### config.mk
export PLATFORM = sky130hd
export DESIGN_NAME = adc7478_sampler
export DESIGN_NICKNAME = d
export VERILOG_FILES = /design/src/rtl/adc7478_sampler.sv
export SDC_FILE = /design/constraint.sdc
export NUM_CORES = 1
export LEC_CHECK = 0
export BUFFER_PORTS_ARGS = -buffer_cell sky130_fd_sc_hd__buf_2
export CORE_MARGIN = 5
export CORE_UTILIZATION = 30
export CTS_BUF_LIST = sky130_fd_sc_hd__clkbuf_4 sky130_fd_sc_hd__clkbuf_8
export DETAILED_ROUTE_END_ITERATION = 16
export PLACE_DENSITY_LB_ADDON = 0.1
export SLEW_MARGIN = 20
export SYNTH_ARGS = -nofsm -noshare
export SYNTH_HDL_FRONTEND = slang
export SYNTH_SLANG_ARGS = --single-unit
### constraint.sdc
create_clock -name clk_in -period 2 [get_ports clk_in]
set_clock_uncertainty 0.2 [all_clocks]
set_input_delay 0.1 -clock clk_in [delete_from_list [all_inputs] [get_ports clk_in]]
set_output_delay 0.1 -clock clk_in [all_outputs]
set_load 0.1 [all_outputs]
### src/rtl/adc7478_sampler.sv
// adc7478_sampler: periodic sample scheduler for the adc7478 serial ADC reader.
// Raises the reader's level-sensitive start once per programmable period, waits
// for its sticky eoc, then drops start for one cycle so the reader resets.
// Every 2**LOG2_AVG kept conversions it presents the truncated mean on a
// valid/ready stream. Missed ticks, dropped means and eoc timeouts are flagged.
// Optional feature macro: ADC_PEAK_HOLD_EN adds peak_data, the largest kept
// sample since enable rose or since the last accepted average.
module adc7478_sampler #(
    parameter int PERIOD_W = 16,
    parameter int LOG2_AVG = 2,
    parameter int TIMEOUT  = 255
) (
    input  logic                clk_in,
    input  logic                rst_n,
    input  logic                enable,
    input  logic [PERIOD_W-1:0] period,
    output logic                adc_start,
    input  logic                adc_eoc,
    input  logic [7:0]          adc_data,
    output logic [7:0]          avg_data,
    output logic                avg_valid,
    input  logic                avg_ready,
    output logic                overrun,
    output logic                timeout_err,
    output logic                busy
`ifdef ADC_PEAK_HOLD_EN
    ,
    output logic [7:0]          peak_data
`endif
);

    localparam int ACC_W = 8 + LOG2_AVG;
    localparam int CNT_W = (LOG2_AVG > 0) ? LOG2_AVG : 1;
    // adc_start stays high for exactly TIMEOUT cycles before an abort.
    localparam logic [7:0]       WD_LAST  = 8'(TIMEOUT - 1);
    localparam logic [CNT_W-1:0] CNT_LAST = {CNT_W{1'b1}};

    typedef enum logic [2:0] {
        S_IDLE,
        S_WAIT,
        S_CONVERT,
        S_RELEASE,
        S_EMIT
    } state_t;

    state_t              state_q, state_d;
    logic [PERIOD_W-1:0] period_q, period_d;
    logic [PERIOD_W-1:0] timer_q, timer_d;
    logic [7:0]          wd_q, wd_d;
    logic [ACC_W-1:0]    acc_q, acc_d;
    logic [CNT_W-1:0]    cnt_q, cnt_d;
    logic                emit_pend_q, emit_pend_d;
    logic                adc_start_q, adc_start_d;
    logic [7:0]          avg_data_q, avg_data_d;
    logic                avg_valid_q, avg_valid_d;
    logic                overrun_q, overrun_d;
    logic                timeout_err_q, timeout_err_d;

    logic tick;
    logic accept;
    logic sample_kept;
    logic cnt_last;

    // Truncated mean of the accumulated block.
    function automatic logic [7:0] mean_trunc(input logic [ACC_W-1:0] a);
        return 8'(a >> LOG2_AVG);
    endfunction

    // Unsigned maximum of two samples.
    function automatic logic [7:0] max8(input logic [7:0] a, input logic [7:0] b);
        return (a > b) ? a : b;
    endfunction

    assign tick        = (state_q != S_IDLE) && (timer_q == period_q);
    assign accept      = avg_valid_q && avg_ready;
    assign sample_kept = enable && (state_q == S_CONVERT) && adc_eoc;
    // With LOG2_AVG = 0 every kept sample closes a block (pass-through).
    assign cnt_last    = (LOG2_AVG == 0) || (cnt_q == CNT_LAST);

    // Next-state logic for the scheduler FSM, tick timer and averaging datapath.
    always_comb begin
        state_d       = state_q;
        period_d      = period_q;
        timer_d       = (state_q == S_IDLE) ? '0 : (tick ? '0 : timer_q + 1'b1);
        wd_d          = wd_q;
        acc_d         = acc_q;
        cnt_d         = cnt_q;
        emit_pend_d   = emit_pend_q;
        adc_start_d   = adc_start_q;
        avg_data_d    = avg_data_q;
        avg_valid_d   = avg_valid_q;
        overrun_d     = overrun_q;
        timeout_err_d = timeout_err_q;

        if (!enable) begin
            // Disabled: behave like reset, but keep the last presented mean.
            state_d       = S_IDLE;
            timer_d       = '0;
            wd_d          = '0;
            acc_d         = '0;
            cnt_d         = '0;
            emit_pend_d   = 1'b0;
            adc_start_d   = 1'b0;
            avg_valid_d   = 1'b0;
            overrun_d     = 1'b0;
            timeout_err_d = 1'b0;
        end else begin
            if (accept) begin
                avg_valid_d = 1'b0;
            end
            // A tick outside WAIT is lost, never queued.
            if (tick && (state_q == S_CONVERT || state_q == S_RELEASE || state_q == S_EMIT)) begin
                overrun_d = 1'b1;
            end

            case (state_q)
                S_IDLE: begin
                    period_d = period;
                    timer_d  = '0;
                    state_d  = S_WAIT;
                end
                S_WAIT: begin
                    if (tick) begin
                        adc_start_d = 1'b1;
                        wd_d        = '0;
                        state_d     = S_CONVERT;
                    end
                end
                S_CONVERT: begin
                    wd_d = wd_q + 1'b1;
                    // eoc takes priority over a coincident watchdog expiry.
                    if (adc_eoc) begin
                        acc_d       = acc_q + ACC_W'(adc_data);
                        cnt_d       = cnt_q + 1'b1;
                        emit_pend_d = cnt_last;
                        adc_start_d = 1'b0;
                        state_d     = S_RELEASE;
                    end else if (wd_q == WD_LAST) begin
                        adc_start_d   = 1'b0;
                        timeout_err_d = 1'b1;
                        emit_pend_d   = 1'b0;
                        state_d       = S_RELEASE;
                    end
                end
                S_RELEASE: begin
                    state_d = emit_pend_q ? S_EMIT : S_WAIT;
                end
                S_EMIT: begin
                    emit_pend_d = 1'b0;
                    acc_d       = '0;
                    // An unconsumed mean is kept; the new one is dropped.
                    if (avg_valid_q && !avg_ready) begin
                        overrun_d = 1'b1;
                    end else begin
                        avg_data_d  = mean_trunc(acc_q);
                        avg_valid_d = 1'b1;
                    end
                    state_d = S_WAIT;
                end
                default: begin
                    state_d = S_IDLE;
                end
            endcase
        end
    end

    // State and datapath registers with asynchronous reset.
    always_ff @(posedge clk_in or negedge rst_n) begin
        if (!rst_n) begin
            state_q       <= S_IDLE;
            period_q      <= '0;
            timer_q       <= '0;
            wd_q          <= '0;
            acc_q         <= '0;
            cnt_q         <= '0;
            emit_pend_q   <= 1'b0;
            adc_start_q   <= 1'b0;
            avg_data_q    <= '0;
            avg_valid_q   <= 1'b0;
            overrun_q     <= 1'b0;
            timeout_err_q <= 1'b0;
        end else begin
            state_q       <= state_d;
            period_q      <= period_d;
            timer_q       <= timer_d;
            wd_q          <= wd_d;
            acc_q         <= acc_d;
            cnt_q         <= cnt_d;
            emit_pend_q   <= emit_pend_d;
            adc_start_q   <= adc_start_d;
            avg_data_q    <= avg_data_d;
            avg_valid_q   <= avg_valid_d;
            overrun_q     <= overrun_d;
            timeout_err_q <= timeout_err_d;
        end
    end

    assign adc_start   = adc_start_q;
    assign avg_data    = avg_data_q;
    assign avg_valid   = avg_valid_q;
    assign overrun     = overrun_q;
    assign timeout_err = timeout_err_q;
    assign busy        = (state_q == S_CONVERT) || (state_q == S_RELEASE);

`ifdef ADC_PEAK_HOLD_EN
    logic [7:0] peak_q, peak_d;

    // Peak tracker: restarts from the current sample when an average is taken.
    always_comb begin
        peak_d = peak_q;
        if (!enable) begin
            peak_d = '0;
        end else if (accept) begin
            peak_d = sample_kept ? adc_data : 8'h00;
        end else if (sample_kept) begin
            peak_d = max8(peak_q, adc_data);
        end
    end

    // Peak register with asynchronous reset.
    always_ff @(posedge clk_in or negedge rst_n) begin
        if (!rst_n) begin
            peak_q <= '0;
        end else begin
            peak_q <= peak_d;
        end
    end

    assign peak_data = peak_q;
`endif

endmodule
After elaboration in Yosys (flattened, before gate mapping)
Index checks and enable logic that the tools add are counted.
- register bits after elaboration: 68
- input bits: 29
- output and inout port bits: 13
- word-level logic and storage cells: 90
- $add $sub $neg: 4
- eq/ne operators: 16
- multiplexer cells: 38
- bitwise logic cells: 1
- reductions and logical operators: 19
- operator list (cell ; count):
    two-way mux 16 bit ; 3
    two-way mux 10 bit ; 2
    case mux 10 bit (2 select lines) ; 1
    two-way mux 1 bit ; 18
    adder 16 x 1 -> 16 bit, second input constant ; 1
    equality test 16 bit ; 1
    two-way mux 8 bit ; 2
    case mux 8 bit (2 select lines) ; 1
    two-way mux 3 bit ; 5
    case mux 3 bit (4 select lines) ; 1
    AND reduction 2 bit ; 6
    adder 10 x 8 -> 10 bit ; 1
    AND reduction 3 bit ; 3
    adder 8 x 1 -> 8 bit, second input constant ; 1
    equality test 8 bit, second input constant ; 1
    equality test 3 x 2 -> 1 bit, second input constant ; 2
    two-way mux 2 bit ; 3
    inequality test 2 x 1 -> 1 bit, second input constant ; 3
    inequality test 3 x 1 -> 1 bit, second input constant ; 2
    inequality test 3 bit, second input constant ; 2
    logical AND 1 bit ; 4
    inequality test 4 x 3 -> 1 bit, second input constant ; 1
    case mux 1 bit (2 select lines) ; 2
    equality test 3 x 1 -> 1 bit, second input constant ; 1
    other kinds (10) ; 11

Depth between registers and ports, before layout
- word-level depth: 8
- mapped depth: 9
- mapped depth without buffers: 9

Least setup slack after synthesis
No wires, ideal clock.
- path kind: register to register
- start point: register state_q[1]
- end point: register overrun_q, in the netlist overrun
- setup time: 79 ps
- arrival time: 2174 ps
- required time: 1721 ps
- setup slack: -453 ps
- cell stages (with the launch flop): 5
- buffers on the path: 0
- period minus slack after synthesis: 2453 ps
- path through: dfrtp_1 > inv_1 > nor2_1 > o211ai_1 > a21oi_1
- longest elaborated chain between the ends: 8
- elaborated cells on any way between the ends: 12
- those cells by class: 3 x eq/ne; 4 x mux; 5 x reduce/logical
- ends and longest elaborated chain (element ; line ; text):
    start, declared ; 46 ; state_t state_q, state_d;
    start signal, assigned ; 183 ; state_q <= state_d;
    equality test 3 x 2 -> 1 bit ; - ;
    logical OR 1 bit (*) ; - ;
    net busy ; 25 ; output logic busy
    logical OR 1 bit (*) ; 112 ; if (tick && (state_q == S_CONVERT || state_q == S_RELEASE || state_q == S_EMIT)) begin
    logical AND 1 bit (*) ; 112 ;
    two-way mux 1 bit (*) ; 112 ;
    two-way mux 1 bit ; 152 ; if (avg_valid_q && !avg_ready) begin
    two-way mux 1 bit (*) ; 116 ; case (state_q)
    two-way mux 1 bit (*) ; 95 ; if (!enable) begin
    net overrun_d ; 56 ; logic overrun_q, overrun_d;
    end signal, assigned ; 193 ; overrun_q <= overrun_d;
    end, declared ; 56 ;
Mark *: on every way through the listed nets, which the timed path passes. The rest lies on a longest branch.
A chain may end at the register's enable or synchronous reset.

Worst setup path after layout
- start point: register acc_q[0]
- end point: register acc_q[6]
- longest elaborated chain between the ends: 4
- ends and longest elaborated chain (element ; line ; text):
    start, declared ; 50 ; logic [ACC_W-1:0] acc_q, acc_d;
    start signal, assigned ; 174 ; acc_q <= '0;
    start signal, assigned ; 187 ; acc_q <= acc_d;
    adder 10 x 8 -> 10 bit ; 133 ; acc_d = acc_q + ACC_W'(adc_data);
    two-way mux 10 bit ; 132 ; if (adc_eoc) begin
    case mux 10 bit (2 select lines) ; 116 ;
    two-way mux 10 bit ; 95 ;
No other way between the ends. The select of a mux whose other input is x is not followed.

==> results.rst <==
.. list-table::
   :header-rows: 1

   * - Metric
     - Value
   * - Outcome
     - finished clean
   * - Full die area
     - 0.0142 mm2
   * - Worst path arrival time
     - 2.04 ns
   * - Via density per instance
     - 4.69
   * - Number of synthesized register bits
     - 68
   * - Critical Setup Path Class
     - flop to flop
   * - Root Buffer
     - clkbuf_8
   * - Buffer levels on the longest clock path
     - 2
   * - Overall routed net length
     - 8.19 mm
   * - Arithmetic-cell share of the synthesized area counting full adders, half adders and majority gates
     - 4.78%
   * - Depth of the CTS H-tree
     - 3
   * - Via total after detailed routing
     - 2,729
   * - Leftover overflow at the end of global routing
     - 0
   * - Startpoint type of the worst setup path
     - flop
   * - Combinational family with the most area after synthesis
     - simple AND/OR/NAND/NOR gates
   * - Class of the tightest hold or removal check
     - input pin to flop
   * - Die width
     - 119 um
   * - Normalized max-slew margin
     - 67.1%
   * - Buffers and inverters on the worst path
     - 1
   * - Worst Max-Slew Pin Slew
     - 0.497 ns
   * - Fraction of the yosys area taken by sequential cells
     - 47.8%
   * - N_diodes
     - 0
   * - RSZ-0062 raised after global routing
     - true
   * - Clock tree from TritonCTS
     - done
   * - Worst min-delay path endpoint
     - acc_q[7]
   * - Synthesized instance count
     - 337
   * - Reported max-cap violation count
     - 0
   * - Dominant synthesized flop cell
     - dfrtp_1
   * - Kind of cell with the highest combined delay on the critical path
     - adder cells
   * - Final cycle utilization of the critical path
     - 100%
   * - Number of search-and-repair iterations in the first detailed-routing pass
     - 4
   * - Met1 Track Usage GR
     - 15.8%
   * - Number of flops mapped to enable cells by yosys
     - 0
   * - Worst reg2reg setup slack
     - 0.0007 ns
   * - Layer with the highest usage
     - met2
   * - Largest area contributor in the netlist
     - dfrtp_1
   * - Clock edge transition at the registers on the reported setup and hold paths
     - 0.07 ns
   * - Maximum single-stage delay on the critical path
     - 0.37 ns
   * - Final HPWL DP
     - 5.72 mm
   * - Fraction of final layout cells sized beyond drive strength 1
     - 35.8%
   * - Net count after synthesis
     - 379
   * - Total clock sinks
     - 68
   * - Final hold vios
     - 0
   * - Floorplan core area
     - 0.0115 mm2
   * - Largest fanout on the critical path
     - 3
   * - Post-placement cell area
     - 0.00415 mm2
   * - Data required time at the worst endpoint
     - 2.04 ns
   * - Number of I/O port buffers
     - 41
   * - Destination of the worst register-to-register timing path
     - acc_q[6]
   * - Pin count of the biggest net entering global routing
     - 69
   * - Detailed-route wire length per cell
     - 14.1 um
   * - Starting DRC count in detailed routing
     - 69
   * - Proportion of synthesized flip-flops having asynchronous set or reset
     - 100%
   * - NumNets Final
     - 476
   * - Start point of the critical path
     - acc_q[0]
   * - Clock buffers created by TritonCTS
     - 9
   * - Final instance count without filler cells
     - 582
   * - Number of endpoints failing setup at the final stage
     - 0
   * - Multi-input combinational cell area
     - 0.00191 mm2
   * - Final standard cell area without fillers
     - 0.00477 mm2
   * - Slew Limit Fails
     - 0
   * - Number of fill cells in the layout
     - 1,132
   * - Startpoint of the worst hold path
     - adc_data[7]
   * - Netlist area before placement
     - 0.00356 mm2
   * - Pwr/cell area
     - 640 mW/mm2
   * - Area delta synth->final
     - 34.0%
   * - Core Rows
     - 39
   * - Crit path cell chain
     - ha_2 -> inv_2 -> fa_2 -> nor2b_4 -> o21ai_2 -> a21boi_2 -> o22ai_1 -> mux2i_1 -> nand2_1
   * - Total track usage
     - 12.3%
   * - Vias in the first global route
     - 2,737
   * - Proportion of netlist area held by the largest area contributor
     - 47.8%
   * - Share of synthesized area spent on multiplexers
     - 8.15%
   * - Most frequent cells in the layout
     - dfrtp_1, buf_2, nor2_1
   * - DRC viols
     - 0
   * - Synth warn
     - 0
   * - Library cells used by synthesis
     - 53
   * - Most common cell after layout, fill and taps aside
     - dfrtp_1
   * - Effective utilization at floorplan
     - 30.9%
   * - CP Capture Type
     - flop
   * - Worst IR Drop VDD
     - 326 uV
   * - Highest attainable clock frequency
     - 500 MHz
   * - Reg2reg start
     - acc_q[0]
   * - Number of antenna violations at the first check in global routing
     - 0
   * - Number of top-level pins
     - 42
   * - Cell total after placement
     - 539
   * - Leading cell types by total area after synthesis
     - dfrtp_1, mux2_2, xnor2_1
   * - Met2 routing resource usage after global routing
     - 20.0%
   * - Met3 track demand over resource in global routing
     - 3.18%
   * - Crit path time final
     - 2.00 ns
   * - Number of routed nets with antenna violations
     - 0
   * - Compound-gate portion of the synthesized area
     - 8.71%
   * - Worst hold slack after final layout
     - 0.0709 ns
   * - Leakage power figure
     - 0.00216 uW
   * - Path depth of the worst reg2reg path
     - 9
   * - Die Ht
     - 119 um
   * - Global-route wire length before repair
     - 13.9 mm
   * - WHS Path Cells
     - 4
   * - Critical path's slowest cell
     - fa_2
   * - Latest clock arrival within the worst-skew pair
     - 0.36 ns
   * - Final weighted congestion in routability-driven placement
     - 0.795
   * - Area share of xor/xnor cells in the synthesized design
     - 7.87%
   * - Average footprint of a synthesized cell
     - 10.6 um2
   * - Area taken by flip-flops and latches
     - 0.00170 mm2
   * - Area share of and/or/nand/nor cells after synthesis
     - 20.3%
==> cell usage after synthesis, drive strengths merged, types with 4 or more instances <==
cell,n
a21oi,11
and2,4
and3,4
and4,5
buf,6
dfrtp,68
ha,12
inv,9
mux2,24
nand2,26
nand3,13
nand4,9
nor2,44
nor2b,4
nor3,9
nor3b,6
o21a,5
o21ai,10
xnor2,20
xor2,12
==> logic make-up after synthesis <==
| family | after synthesis |
|---|---|
| xor gates and xnor gates | 32 |
| and+or+nand+nor | 133 |
| AOI/OAI and AO/OA | 47 |
| muxes | 26 |
| adders and majority gates | 13 |
| DFF | 68 |
| buffers and inverters | 18 |
==> through the flow <==
stage / total power (uW) / setup slack (ns) / setup TNS [ns] / util [%]
after floorplan: 1650 / 0.0317 / 0 / -
after global placement: 1780 / -0.112 / -0.789 / 36.0
after detailed placement: 1780 / -0.138 / -0.833 / 36.0
after CTS: 3110 / -0.0216 / -0.0497 / 40.8
after global routing: 3210 / -0.0982 / -0.322 / 41.4
final: 3060 / 0.000713 / 0 / 41.4
==> sequential cells by signal, summed over array words and instances, names as in the netlist, 2 cells and up <==
signal    count
acc_q        10
avg_data      8
state_q       3
timer_q      16
period_q     16
wd_q          8
cnt_q         2
==> how the worst max path moves through the flow <==
stage,endpoint,slack [ns],cells past startpoint
floorplan,acc_q[6],0.03,9
global placement,acc_q[6],-0.11,9
detailed placement,acc_q[6],-0.14,9
CTS,acc_q[2],-0.02,12
global route,acc_q[4],-0.1,8
finish,acc_q[6],0.0007,9
==> timing repair <==
action	4_1_cts	5_1_grt
setup buffers	7	1
endpoints found under the hold margin	98	0
hold buffers	22	0
gates resized for setup	15	17
pin swaps	7	13
endpoints found under the setup margin	26	30
==> per-layer routing <==
layer,share of wire (%),wire [um]
met1,48,3900
met2,48,3900
met3,3.1,253
met4,1.7,136
met5,0,0
==> where the power goes <==
part	leakage [uW]	switching, uW	internal [uW]	total (uW)
combinational	0.00114	143	175	318
sequential	0.000908	46.8	1430	1480
clock	0.000112	550	710	1260
total	0.00216	740	2310	3060
==> cell type report <==
class | count | area share, %
multi-input combinational | 251 | 40.1
sequential | 68 | 35.7
timing repair buffer | 95 | 15.1
clock buffer | 13 | 3.75
tap | 143 | 3.75
clock inverter | 3 | 0.891
inverter | 9 | 0.708
==> worst register-to-register path: stages (launching register included) <==
cell      delay (ns)
dfrtp_1         0.35
ha_2            0.19
inv_2           0.04
fa_2            0.37
nor2b_4         0.14
o21ai_2         0.08
a21boi_2        0.20
o22ai_1         0.12
mux2i_1         0.15
nand2_1         0.06
Power figures use the tool's default switching activity.
